<file path="src/rtl/ram_burst_master.sv">
// Burst sequencer for a 1Kx8 single-port synchronous RAM.
// Writes come from a valid/ready stream; reads return through a 2-deep buffer.
`timescale 1ns/1ps
module ram_burst_master #(
  parameter int ADDR_W = 10,
  parameter int DATA_W = 8,
  parameter int LEN_W  = 11
) (
  input  logic              clk,
  input  logic              rst,
  input  logic              cmd_valid,
  output logic              cmd_ready,
  input  logic              cmd_we,
  input  logic [ADDR_W-1:0] cmd_addr,
  input  logic [LEN_W-1:0]  cmd_len,
  input  logic [DATA_W-1:0] wr_data,
  input  logic              wr_valid,
  output logic              wr_ready,
  output logic [DATA_W-1:0] rd_data,
  output logic              rd_valid,
  input  logic              rd_ready,
  output logic              busy,
  output logic              done,
  output logic              ram_cs,
  output logic              ram_we,
  output logic [ADDR_W-1:0] ram_addr,
  output logic [DATA_W-1:0] ram_din,
  input  logic [DATA_W-1:0] ram_dout
);

  typedef enum logic [1:0] {
    IDLE = 2'd0,
    WR   = 2'd1,
    RD   = 2'd2,
    FIN  = 2'd3
  } state_t;

  state_t            state_q, state_d;
  logic [ADDR_W-1:0] addr_q, addr_d;
  logic [LEN_W-1:0]  len_q, len_d;
  logic [LEN_W-1:0]  cnt_q, cnt_d;
  logic [LEN_W-1:0]  dlv_q, dlv_d;
  logic              infl_q, infl_d;
  logic [1:0]        occ_q, occ_d;
  logic              rptr_q, rptr_d;
  logic              wptr_q, wptr_d;
  logic [DATA_W-1:0] fifo_q [2];

  logic              issue;
  logic              pop;
  logic              push;
  logic [2:0]        occ_sum;
  logic [2:0]        occ_lim;
  logic [LEN_W-1:0]  dlv_nxt;

  assign ram_addr = addr_q;
  assign ram_din  = wr_data;
  assign rd_data  = fifo_q[rptr_q];

  always_comb begin
    state_d   = state_q;
    addr_d    = addr_q;
    len_d     = len_q;
    cnt_d     = cnt_q;
    dlv_d     = dlv_q;
    cmd_ready = 1'b0;
    wr_ready  = 1'b0;
    rd_valid  = 1'b0;
    busy      = 1'b0;
    done      = 1'b0;
    ram_cs    = 1'b0;
    ram_we    = 1'b0;
    issue     = 1'b0;
    pop       = 1'b0;
    push      = infl_q;
    occ_sum   = {1'b0, occ_q} + {2'b0, infl_q};
    occ_lim   = 3'd2;
    dlv_nxt   = dlv_q;

    unique case (state_q)
      IDLE: begin
        cmd_ready = 1'b1;
        if (cmd_valid) begin
          addr_d = cmd_addr;
          len_d  = cmd_len;
          cnt_d  = '0;
          dlv_d  = '0;
          if (cmd_len == '0)
            state_d = FIN;
          else if (cmd_we)
            state_d = WR;
          else
            state_d = RD;
        end
      end
      WR: begin
        busy     = 1'b1;
        wr_ready = 1'b1;
        ram_cs   = wr_valid;
        ram_we   = wr_valid;
        if (wr_valid) begin
          addr_d = addr_q + ADDR_W'(1);
          cnt_d  = cnt_q + LEN_W'(1);
          if (cnt_q + LEN_W'(1) == len_q)
            state_d = FIN;
        end
      end
      RD: begin
        busy     = 1'b1;
        rd_valid = (occ_q != 2'd0);
        pop      = rd_valid & rd_ready;
        // A pop this cycle frees a slot for a read issued this cycle
        occ_lim  = 3'd2 + {2'b0, pop};
        issue    = (cnt_q < len_q) && (occ_sum < occ_lim);
        ram_cs   = issue;
        if (issue) begin
          addr_d = addr_q + ADDR_W'(1);
          cnt_d  = cnt_q + LEN_W'(1);
        end
        dlv_nxt = dlv_q + {{(LEN_W-1){1'b0}}, pop};
        dlv_d   = dlv_nxt;
        if (dlv_nxt == len_q)
          state_d = FIN;
      end
      FIN: begin
        busy    = 1'b1;
        done    = 1'b1;
        state_d = IDLE;
      end
      default: state_d = IDLE;
    endcase

    if (rst) begin
      cmd_ready = 1'b0;
      wr_ready  = 1'b0;
      rd_valid  = 1'b0;
      busy      = 1'b0;
      done      = 1'b0;
      ram_cs    = 1'b0;
      ram_we    = 1'b0;
      issue     = 1'b0;
      pop       = 1'b0;
      push      = 1'b0;
    end

    infl_d = issue;
    occ_d  = occ_q + {1'b0, push} - {1'b0, pop};
    wptr_d = wptr_q ^ push;
    rptr_d = rptr_q ^ pop;
  end

  always_ff @(posedge clk) begin
    if (rst) begin
      state_q <= IDLE;
      addr_q  <= '0;
      len_q   <= '0;
      cnt_q   <= '0;
      dlv_q   <= '0;
      infl_q  <= 1'b0;
      occ_q   <= 2'd0;
      rptr_q  <= 1'b0;
      wptr_q  <= 1'b0;
    end else begin
      state_q <= state_d;
      addr_q  <= addr_d;
      len_q   <= len_d;
      cnt_q   <= cnt_d;
      dlv_q   <= dlv_d;
      infl_q  <= infl_d;
      occ_q   <= occ_d;
      rptr_q  <= rptr_d;
      wptr_q  <= wptr_d;
      if (push)
        fifo_q[wptr_q] <= ram_dout;
    end
  end

endmodule

</file>
<file path="config.mk">
export PLATFORM = sky130hd
export DESIGN_NAME = ram_burst_master
export DESIGN_NICKNAME = d
export VERILOG_FILES = /design/src/rtl/ram_burst_master.sv
export SDC_FILE = /design/constraint.sdc
export NUM_CORES = 1
export LEC_CHECK = 0
export BUFFER_PORTS_ARGS = -buffer_cell sky130_fd_sc_hd__buf_2
export CAP_MARGIN = 20
export CORE_MARGIN = 5
export CORE_UTILIZATION = 25
export CTS_BUF_LIST = sky130_fd_sc_hd__clkbuf_16
export CTS_CLUSTER_SIZE = 24
export DETAILED_ROUTE_END_ITERATION = 10
export GPL_TIMING_DRIVEN = 0
export PLACE_DENSITY = 0.43
export SLEW_MARGIN = 20
export SYNTH_ARGS = -nofsm -noshare
export SYNTH_HDL_FRONTEND = slang
export SYNTH_SLANG_ARGS = --single-unit
</file>
<file path="constraint.sdc">
create_clock -name clk -period 2.5 [get_ports clk]
set_clock_uncertainty 0.05 [all_clocks]
set_input_delay 0.125 -clock clk [delete_from_list [all_inputs] [get_ports clk]]
set_output_delay 0.125 -clock clk [all_outputs]
set_load 0.01 [all_outputs]
</file>
==> flow_metrics.env, run 1 <==
export IMPL_netlist_instances=500
export IMPL_syn_avg_cell_area_sq_um=8.43
export IMPL_netlist_area_leader_share_pct=23.7
export IMPL_drive_gt1_share_pct=27.8
export IMPL_cts_tree="done"
export IMPL_setup_viol=0
export IMPL_start_util_pct=25.4
export IMPL_swShare_pct=41.0
export IMPL_grt_pass1_wl_um=19000
export IMPL_clkPwrFrac_pct=26.0
export IMPL_stdcell_count=825
export IMPL_antenna_found_initial=0
export IMPL_rows=47
export IMPL_track_usage_pct=12.1
export IMPL_max_freq_mhz=409
export IMPL_ant_nets=0
export IMPL_first_global_vias=3733
export IMPL_cts_buffers=9
export IMPL_cp_arrival_ns=2.67
export IMPL_hpwlAfterDp_um=8870
export IMPL_grt_ovfl_total=0
export IMPL_total_power_w=0.00461
export IMPL_p_per_area_mw_per_mm2=837
export IMPL_fin_crit_ns=2.44
export IMPL_hold_class="in2reg"
export IMPL_synthArstFlopShare_pct=0
export IMPL_cts_buffer_depth=2
export IMPL_wl_per_cell_um=14.4
export IMPL_n_antenna_cell=0
export IMPL_crit_type="reg2reg"
export IMPL_die_x_um=140
export IMPL_cts_root_buf="clkbuf_16"
export IMPL_cp_max_fo=8
export IMPL_power_frac_comb_pct=44.0
export IMPL_synth_most_common_cell="dfxtp_1"
export IMPL_tightest_slew_ns=0.737
export IMPL_cts_clk_slew_worst_paths_ns=0.06
export IMPL_grt_max_degree=14
export IMPL_synthToLayoutAreaGrowth_pct=30.4
export IMPL_rsz0062_at_grt="yes"
export IMPL_core_area_sq_mm=0.0166
export IMPL_finalCritPeriodShare_pct=97.8
export IMPL_synth_warnings=0
export IMPL_placed_area_sq_mm=0.00483
export IMPL_p_int_w=0.00272
export IMPL_vias=3767
export IMPL_crit_path_end_kind="register"
export IMPL_dp_cells=787
export IMPL_cts_sinks=66
export IMPL_drc=0
export IMPL_ir_drop_mv=0.392
export IMPL_synth_cell_types=54
export IMPL_die_area_sq_mm=0.0196
export IMPL_drv_cap=0
export IMPL_outcome="finished clean"
export IMPL_drtPass1Iterations=4
export IMPL_yosys_top_cells_count="dfxtp_1 (50), nand2_1 (49), nor2_1 (44)"
export IMPL_whs_ns=0.0118
export IMPL_drtIter0Drc=197
export IMPL_slew_viol_final=0
export IMPL_synth_top_area_cell="dfxtp_1"
export IMPL_yosys_top_cells_area="dfxtp_1 (24%), edfxtp_1 (11%), ha_1 (7.4%), xnor2_1 (5.4%), a21oi_1 (4.9%)"
export IMPL_leakage_nw=2.19
export IMPL_yosysSeqAreaShare_pct=35.1
export IMPL_power_switching_w=0.00189
export IMPL_wirelength_um=11900
export IMPL_pwr_share_seq_pct=29.9
export IMPL_clk_latency_ns=0.35
export IMPL_synth_area_sq_mm=0.00422
export IMPL_required_ns=2.72
export IMPL_gp_congestion=0.818
export IMPL_pin_count=76
export IMPL_startpoint_type="register"
export IMPL_timing_hold_violations_final=0
export IMPL_via_per_inst=4.57
export IMPL_fp_dieH_um=140
export IMPL_synth_ff_type="dfxtp_1"
export IMPL_stdcell_area_sq_mm=0.00550
export IMPL_synth_edf_count=16
export IMPL_htree_levels=3
export IMPL_ys_ff_latch=66
export IMPL_slew_headroom_pct=50.7
export IMPL_final_nets=668
export IMPL_syn_nets=568
export IMPL_fillers=1781
export IMPL_port_buffers=67
-- cell usage in the layout, fill, tap and decap left out, drive strengths merged, types with 2 or more instances in the layout --
| cell type | Yosys | routed |
|---|---|---|
| buf | 16 | 91 |
| dfxtp | 50 | 50 |
| nand2 | 49 | 49 |
| nor2 | 45 | 45 |
| a21oi | 42 | 42 |
| o21ai | 29 | 29 |
| inv | 25 | 27 |
| clkbuf | 20 | 27 |
| xnor2 | 26 | 26 |
| ha | 25 | 25 |
| nand3 | 21 | 21 |
| edfxtp | 16 | 16 |
| dlygate4sd3 | 0 | 16 |
| nor2b | 15 | 15 |
| mux2 | 13 | 13 |
| and2 | 12 | 12 |
| nor3 | 12 | 12 |
| xor2 | 9 | 9 |
| mux2i | 9 | 9 |
| a22oi | 7 | 7 |
| nand4 | 7 | 7 |
| a21o | 6 | 6 |
| nand2b | 6 | 6 |
| nor4 | 5 | 5 |
| nand3b | 4 | 4 |
| nand4b | 4 | 4 |
| clkinvlp | 0 | 4 |
| a211oi | 3 | 3 |
| or3 | 2 | 2 |
| or2b | 2 | 2 |
| a311o | 2 | 2 |
| and4 | 2 | 2 |
| or2 | 2 | 2 |
| and3 | 2 | 2 |
| a32oi | 2 | 2 |
| o221ai | 2 | 2 |
-- kinds of logic after synthesis --
| group | after synthesis | synth area share [%] |
|---|---|---|
| compound gates | 98 | 13.7 |
| xor+xnor | 35 | 7.27 |
| fa+ha+maj | 25 | 7.42 |
| buf+inv | 61 | 6.71 |
| flops | 66 | 35.1 |
| mux | 22 | 5.61 |
| simple gates | 193 | 24.1 |
-- worst max-delay path: stages, from the launching register on --
cell and delay (ns):
dfxtp_1 0.38, inv_1 0.10, ha_2 0.27, nand2b_4 0.16
o21ai_2 0.13, nor4_2 0.27, nand3_1 0.11, a21o_1 0.18
o32a_1 0.32, a21oi_4 0.17, mux2i_1 0.21
-- worst paths after layout --
path,startpoint,to,slack [ns],depth (start not counted)
setup reg to reg,state_q[0],state_q[0],0.06,10
setup / recovery,state_q[0],state_q[0],0.06,10
hold reg to reg,len_q[4],len_q[4],0.45,2
hold / removal,cmd_len[10],len_q[10],0.01,3
-- power by group through the flow --
stage / Sequential, W / Combinational [W] / Clock [W]
finish: 0.00138 / 0.00203 / 0.00120
global route: 0.00140 / 0.00228 / 0.00128
CTS: 0.00138 / 0.00203 / 0.00123
detailed placement: 0.00140 / 0.00194 / 0
global placement: 0.00140 / 0.00192 / 0
floorplan: 0.00139 / 0.00133 / 0
-- sequential cells by signal, indices dropped and copies added, names as in the netlist --
register / count
infl_q: 1
wptr_q: 1
rptr_q: 1
cnt_q: 11
dlv_q: 11
occ_q: 2
fifo_q: 16
ram_addr: 10
state_q: 2
len_q: 11
-- layer usage --
metal / global-route usage [%] / vias to the layer above / wire (um) / part of all wire [%]
met4: 5.25 / 0 / 323 / 2.7
met5: 0 / - / 0 / 0
met2: 20.7 / 65 / 5850 / 49
met1: 14.6 / 1751 / 5310 / 45
li1: - / 1933 / - / -
met3: 2.68 / 18 / 363 / 3.1
-- final cells by class --
type	instances	area [sq um]	area share (%)
Sequential cell	66	1510	27.4
Clock inverter	7	52.6	0.955
Timing Repair Buffer	91	562	10.2
Tap cell	220	275	5.00
Inverter	25	93.8	1.71
Buffer	34	186	3.39
Clock buffer	9	225	4.09
Multi-Input combinational cell	373	2600	47.2
-- repair_timing --
item                                    4_1_cts  5_1_grt
hold buffers                                 16        0
resized for setup                            29       23
setup buffers                                 1        7
pin swaps                                     6       12
endpoints found under the setup margin       24       20
gates cloned                                  0        0
hold endpoints to repair                     24        0
-- stage by stage --
step                      utilization [%]  worst slack, ns  TNS (ns)
after floorplan                         -           0.0698         0
after global placement               29.1           -0.404     -5.94
after detailed placement             29.1           -0.401     -6.45
after CTS                            32.3          0.00144         0
after global routing                 33.2          -0.0758    -0.261
final                                33.2           0.0554         0
No activity file was read; power rests on OpenSTA's default activity.
==> run 2, diff against run 1 <==
ABC_CLOCK_PERIOD_IN_PS = 2500   (was unset)
REMOVE_ABC_BUFFERS = 1   (was unset)
==> flow_metrics.env, run 2 (synthesis results as in run 1) <==
export IMPL_outcome="finished clean"
export IMPL_fin_crit_ns=2.42
export IMPL_hpwlAfterDp_um=7700
export IMPL_leakage_nw=2.14
export IMPL_drc=0
export IMPL_drive_gt1_share_pct=26.9
export IMPL_crit_path_end_kind="register"
export IMPL_slew_headroom_pct=34.8
export IMPL_grt_max_degree=60
export IMPL_synthToLayoutAreaGrowth_pct=29.6
export IMPL_cp_arrival_ns=2.63
export IMPL_stdcell_area_sq_mm=0.00546
export IMPL_antenna_found_initial=0
export IMPL_total_power_w=0.00486
export IMPL_core_area_sq_mm=0.0166
export IMPL_grt_busiest_layer="met2"
export IMPL_final_nets=636
export IMPL_pin_count=76
export IMPL_n_antenna_cell=0
export IMPL_drv_cap=0
export IMPL_crit_type="reg2reg"
export IMPL_timing_hold_violations_final=0
export IMPL_wl_per_cell_um=14.8
export IMPL_regMostFlops="fifo_q"
export IMPL_r2r_slack_ns=0.08
export IMPL_rows=47
export IMPL_vias=3696
export IMPL_fp_dieH_um=140
export IMPL_cts_buffer_depth=2
export IMPL_gp_congestion=0.777
export IMPL_hold_class="in2reg"
export IMPL_drtPass1Iterations=4
export IMPL_rsz0062_at_grt="yes"
export IMPL_grtUsageMet3_pct=2.61
export IMPL_grt_met2_usage_pct=18.9
export IMPL_grt_ovfl_total=0
export IMPL_final_common_cell="buf_2"
export IMPL_wirelength_um=11700
export IMPL_regToRegStartpoint="occ_q[0]"
export IMPL_r2r_end="state_q[1]"
export IMPL_cts_clk_slew_worst_paths_ns=0.06
export IMPL_grt_pass1_wl_um=18500
export IMPL_cts_tree="done"
export IMPL_final_cell_mix="buf_2 (58), nand2_1 (49), nor2_1 (41)"
export IMPL_grt_use_met1_pct=14.8
export IMPL_tightest_slew_ns=0.972
export IMPL_cp_max_fo=5
export IMPL_p_per_area_mw_per_mm2=890
export IMPL_r2r_cells=13
export IMPL_cts_sinks=66
export IMPL_ant_nets=0
export IMPL_drtIter0Drc=153
export IMPL_htree_levels=3
export IMPL_setup_viol=0
export IMPL_track_usage_pct=11.7
export IMPL_max_freq_mhz=414
export IMPL_cts_buffers=9
export IMPL_placed_area_sq_mm=0.00460
export IMPL_cts_root_buf="clkbuf_16"
export IMPL_largest_register_ffs=16
export IMPL_critPathCapture="state_q[1]"
export IMPL_finalCritPeriodShare_pct=96.6
export IMPL_required_ns=2.72
export IMPL_first_global_vias=3559
export IMPL_ir_drop_mv=0.336
export IMPL_port_buffers=59
export IMPL_crit_start="occ_q[0]"
export IMPL_slew_viol_final=0
export IMPL_die_x_um=140
export IMPL_via_per_inst=4.66
export IMPL_clk_latency_ns=0.34
export IMPL_startpoint_type="register"
export IMPL_start_util_pct=25.4
export IMPL_die_area_sq_mm=0.0196
==> run 2: area by class of cell <==
| cell class | count | area (sq um) |
|---|---|---|
| Clock buffer | 9 | 225 |
| Clock inverter | 7 | 78.8 |
| Fill cell | 1765 | 11100 |
| Inverter | 25 | 93.8 |
| Multi-Input combinational cell | 375 | 2690 |
| Sequential cell | 66 | 1510 |
| Tap cell | 220 | 275 |
| Timing Repair Buffer | 91 | 589 |
==> run 2: report_power, final <==
group	switching [W]	internal [W]
combinational	0.00129	0.000856
sequential	0.000152	0.00123
clock	0.000470	0.000855
total	0.00192	0.00295
==> run 2: how the worst min path moves through the flow <==
stage / startpoint / endpoint / slack [ns] / cells past startpoint
after floorplan: rst / cnt_q[0] / 0.14 / 1
after global placement: wr_data[0] / ram_din[0] / 0.20 / 0
after detailed placement: wr_data[0] / ram_din[0] / 0.20 / 0
after CTS: cmd_addr[1] / ram_addr[1] / 0.07 / 3
after global routing: cmd_addr[7] / ram_addr[7] / 0.1 / 5
final: cmd_addr[1] / ram_addr[1] / 0.08 / 3
==> run 2: per-stage QoR <==
| stage | std cells | utilization, % | hold WS, ns | TNS, ns | worst slack [ns] |
|---|---|---|---|---|---|
| finish | 793 | 32.9 | 0.0786 | 0 | 0.0839 |
| floorplan | 464 | - | 0.144 | 0 | 0.0518 |
| global placement | 743 | 27.7 | 0.200 | -15.70 | -0.729 |
| detailed placement | 743 | 27.8 | 0.200 | -12.03 | -0.595 |
| global route | 793 | 32.9 | 0.0992 | -0.186 | -0.0715 |
| CTS | 781 | 31.5 | 0.0720 | -0.0125 | -0.0125 |
==> run 2: worst max-delay path, cell delays in order, from the launching register on <==
cell	delay, ns
dfxtp_4	0.37
o21ai_4	0.07
inv_2	0.11
ha_4	0.17
ha_4	0.12
and2_4	0.16
buf_6	0.10
nand4_4	0.13
nor3_4	0.27
xnor2_2	0.10
nor3_2	0.16
nand3_2	0.12
a21oi_4	0.22
mux2i_1	0.19
==> run 2: metal layers <==
layer | wire, um | part of all wire, %
met4 | 308 | 2.6
met2 | 5550 | 47
met3 | 418 | 3.6
met1 | 5440 | 46
met5 | 0 | 0
==> run 2: repair_timing <==
item / 4_1_cts / 5_1_grt
gates resized for setup: 31 / 34
gates cloned: 0 / 2
hold buffers: 19 / 0
pin swaps: 8 / 18
buffers inserted: 3 / 10
endpoints found under the setup margin: 24 / 24
endpoints found under the hold margin: 27 / 0
